### src/rtl/random_trace_generator.sv
// Random 4x4 spell-trace generator.
// Synchronizes and von Neumann-debiases an external random bit, packs 16
// emitted bits into a candidate and publishes it when its cell count is in
// range and it differs from the currently displayed trace.
module random_trace_generator #(
   parameter int unsigned MIN_CELLS = 4,
   parameter int unsigned MAX_CELLS = 10
) (
   input  logic        clk,
   input  logic        reset,
   input  logic        RBG,
   output logic [15:0] trace,
   output logic        save_trace
);

   localparam logic [4:0] MIN_C = 5'(MIN_CELLS);
   localparam logic [4:0] MAX_C = 5'(MAX_CELLS);

   logic        rbg_m;
   logic        rbg_s;
   logic        pending;
   logic        first_bit;
   // Only 15 bits are held: the 16th bit goes straight into cand.
   logic [14:0] shift_reg;
   logic [4:0]  count;
   logic [15:0] cand;
   logic        cand_valid;

   logic        emit_valid;
   logic        emit_bit;
   logic [4:0]  pop;
   logic        accept;

   // Two-flop synchronizer for the asynchronous pin
   always_ff @(posedge clk) begin
      if (reset) begin
         rbg_m <= 1'b0;
         rbg_s <= 1'b0;
      end else begin
         rbg_m <= RBG;
         rbg_s <= rbg_m;
      end
   end

   // Debiaser pair decode: (1,0) -> 1, (0,1) -> 0, equal pairs -> nothing
   always_comb begin
      emit_valid = pending && (first_bit != rbg_s);
      emit_bit   = first_bit;
   end

   // Debiaser pair tracking
   always_ff @(posedge clk) begin
      if (reset) begin
         pending   <= 1'b0;
         first_bit <= 1'b0;
      end else if (!pending) begin
         pending   <= 1'b1;
         first_bit <= rbg_s;
      end else begin
         pending   <= 1'b0;
      end
   end

   // Accumulate emitted bits MSB-first and hand off completed candidates
   always_ff @(posedge clk) begin
      if (reset) begin
         shift_reg  <= '0;
         count      <= '0;
         cand       <= '0;
         cand_valid <= 1'b0;
      end else begin
         cand_valid <= 1'b0;
         if (emit_valid) begin
            if (count == 5'd15) begin
               cand       <= {shift_reg, emit_bit};
               cand_valid <= 1'b1;
               shift_reg  <= '0;
               count      <= '0;
            end else begin
               shift_reg <= {shift_reg[13:0], emit_bit};
               count     <= count + 5'd1;
            end
         end
      end
   end

   // Cell count of the pending candidate
   always_comb begin
      pop = '0;
      for (int unsigned i = 0; i < 16; i++) begin
         pop = pop + {4'b0000, cand[i]};
      end
   end

   // Acceptance: cell count in range and not a repeat of the shown trace
   always_comb begin
      accept = cand_valid && (pop >= MIN_C) && (pop <= MAX_C) &&
               !(save_trace && (cand == trace));
   end

   // Publish accepted candidates; save_trace stays set until reset
   always_ff @(posedge clk) begin
      if (reset) begin
         trace      <= '0;
         save_trace <= 1'b0;
      end else if (accept) begin
         trace      <= cand;
         save_trace <= 1'b1;
      end
   end

endmodule

### config.mk
export PLATFORM = sky130hd
export DESIGN_NAME = random_trace_generator
export DESIGN_NICKNAME = d
export VERILOG_FILES = /design/src/rtl/random_trace_generator.sv
export SDC_FILE = /design/constraint.sdc
export NUM_CORES = 1
export LEC_CHECK = 0
export ABC_AREA = 1
export BUFFER_PORTS_ARGS = -buffer_cell sky130_fd_sc_hd__buf_2
export CORE_UTILIZATION = 50
export CTS_CLUSTER_DIAMETER = 200
export DETAILED_ROUTE_END_ITERATION = 8
export PLACE_DENSITY = 0.73
export SLEW_MARGIN = 10
export SYNTH_ARGS = -nofsm -noshare
export SYNTH_HDL_FRONTEND = slang
export SYNTH_SLANG_ARGS = --single-unit
### constraint.sdc
create_clock -name clk -period 4 [get_ports clk]
set_input_delay 0.8 -clock clk [delete_from_list [all_inputs] [get_ports clk]]
set_output_delay 0.8 -clock clk [all_outputs]
set_load 0.05 [all_outputs]
==> impl_results.md <==
* Die height at 77.4 um
* Yosys reg bits at 58
* CTS Sinks at 58
* Largest net degree at the start of global routing at 36
* Drt wl/cell at 12.8 um
* Number of diodes at 0
* Arrival time worst endpoint at 4.31 ns
* Htree depth at 3
* Min-delay worst type: flip-flop to flip-flop
* Final Wtd Congestion at 0.795
* Register area at 0.00117 mm^2
* Setup TNS at -0.781 ns
* Max Freq at 245 MHz
* Asr flop ratio synth at 0
* Worst Path Max Fanout at 16
* # DRC at 0
* First-pass DRT Iterations at 4
* GR Layer Usage met1 at 0.286
* Ys flop type: dfxtp_1
* Worst setup slack after layout at -0.0755 ns
* Status: complete, but fails checks
* Minimum clock period at 4.08 ns
* # fillers at 480
* Root buffer cell: clkbuf_8
* Pwr Density at 323 mW/mm^2
* Area Growth Syn to Fin at 18.5%
* Synth area leaders: dfxtp_1 41%, nand2_1 12%, fa_1 7.0%
* GRT Util Overall at 0.219
* RSZ-0062 raised after global routing: yes
* Top Usage Layer GRT: met2
* Vias at 2511
* Initial antenna violation count at 0
* Final Max Slew Viols at 0
* Synth cell count leaders: 92 x nand2_1, 58 x dfxtp_1, 49 x inv_1
* Post-route cell area at 0.00337 mm^2
* Final hold slack at 0.408 ns
* Pleak at 0.00144 uW
* Number of global-route vias before repair at 2288
* Failing checks: negative setup slack
* Post-DP HPWL at 3980 um
* CTS buffer count at 9
* Post-synthesis sequential area ratio at 0.408
* Post-synth top area share at 0.408
* Initial Utilization at 0.517
* CTS clk-pin slew, worst paths at 0.07 ns
* Die X-Extent at 77.4 um
* Routed WL at 6280 um
* Grt met2 use at 0.335
* Post-route ant nets at 0
* Share of layout cells above drive strength 1 at 0.189
* Core Region at 0.00551 mm^2
* Peak supply drop at 0.206 mV
* Cell Area, Synth at 0.00285 mm^2
* Finish-stage setup viols at 16
* DRT iter0 DRCs at 116
* Max_slew headroom at 0.228
* Post-synth EDFFs at 0
* Final hold viol count at 0
* Vias per inst at 5.12
* Slew @ Worst Pin at 1.15 ns
* YS warnings at 0
* Top-count cell post-synth: nand2_1
* Clock skew at 0.00746 ns
* PortBufs at 19
* Critical path launch point type: flip-flop
* Final core occ at 0.612
* Critical Path RT at 4.23 ns
* Area of the multi-input gates at 0.00143 mm^2
* Final Cycle Share at 1.02
* Clk buf depth at 2
* Syn_area_per_cell at 7.49 um^2
* CTS tree: built
* Kind of critical path: flip-flop to flip-flop
* Gate count after technology mapping at 380
* Synth unique cells at 28
* First-pass GRT wire length at 10300 um
* Nets at 433
* Worst skew pair latency at 0.34 ns
* Yosys top cell by area: dfxtp_1
* Row cnt at 27
* Post-Syn Nets at 399
* Placed cell count at 469
* MaxCap Viol Count at 0
* Placed Area at 0.00306 mm^2
* Boundary Pins at 20
* Crit. End Element: flip-flop
* Die ar. at 0.00600 mm^2
* Grt ovf at 0
* Met3 usage at 0.0482
* Post-Layout Cell Count at 490
==> worst max-delay path, stage by stage (launching register included) <==
cell and delay [ns]:
dfxtp_2 0.33, inv_2 0.05, fa_1 0.56, fa_1 0.44, fa_1 0.53, fa_1 0.41, inv_1 0.07, ha_2 0.18
inv_2 0.04, fa_2 0.51, inv_1 0.05, a21oi_2 0.13, nor2_2 0.08, nor2_8 0.19, clkbuf_16 0.21, nand3_2 0.06
nand2_1 0.10, nor2_1 0.04
==> per-stage QoR <==
step | power [uW] | worst slack (ns)
final | 1090 | -0.0755
after global routing | 1130 | -0.227
after CTS | 1090 | -0.0696
after detailed placement | 621 | -0.0663
after global placement | 621 | -0.0348
after floorplan | 616 | 0.115
==> report_power, final <==
| part | internal [uW] | switching [uW] | leakage, uW | total [uW] |
|---|---|---|---|---|
| clock network | 252 | 228 | 0.0000920 | 480 |
| registers | 580 | 2.17 | 0.000472 | 583 |
| logic | 6.67 | 19.0 | 0.000880 | 25.7 |
| total | 839 | 249 | 0.00144 | 1090 |
==> layout make-up <==
| type | instances | share of cell area |
|---|---|---|
| inverter | 51 | 0.0568 |
| timing repair buffer | 40 | 0.0943 |
| tap | 72 | 0.0267 |
| sequential | 58 | 0.347 |
| clock inverter | 3 | 0.00445 |
| multi-input combinational | 254 | 0.425 |
| clock buffer | 12 | 0.0460 |
==> metal layers <==
layer / share of wire / vias to the layer above
li1: - / 1282
met1: 0.47 / 1162
met2: 0.47 / 53
met3: 0.037 / 14
met4: 0.022 / 0
met5: 0 / -
==> worst paths after layout <==
kind | start | end | slack, ns | cells past startpoint
max | cand[1] | trace[1] | -0.08 | 17
min | rbg_m | rbg_s | 0.41 | 2
max reg2reg | cand[1] | trace[1] | -0.08 | 17
min reg2reg | rbg_m | rbg_s | 0.41 | 2
==> what timing repair did <==
action	4_1_cts	5_1_grt
buffers inserted	0	3
cloned	0	3
hold buffers	0	0
endpoints found under the setup margin	16	17
pin swaps	1	4
gates resized for setup	1	16
==> layout by cell type (no fill, tap or decap), types with 7 or more instances in the layout <==
| master | count |
|---|---|
| a21oi_1 | 34 |
| buf_2 | 19 |
| buf_4 | 17 |
| clkbuf_8 | 11 |
| dfxtp_1 | 51 |
| dfxtp_2 | 7 |
| fa_1 | 9 |
| inv_1 | 47 |
| nand2_1 | 92 |
| nand3_1 | 37 |
| nor2_1 | 33 |
| o22ai_1 | 15 |
==> logic make-up (layout without fill, tap and decap cells) <==
family | count (synthesis) | in the layout | share of synthesized area
AOI/OAI and AO/OA | 60 | 60 | 0.118
buffers and inverters | 68 | 106 | 0.102
adders and majority gates | 16 | 16 | 0.0967
and+or+nand+nor | 172 | 172 | 0.257
xor gates and xnor gates | 6 | 6 | 0.0185
DFF | 58 | 58 | 0.408
Power figures use the tool's default switching activity.
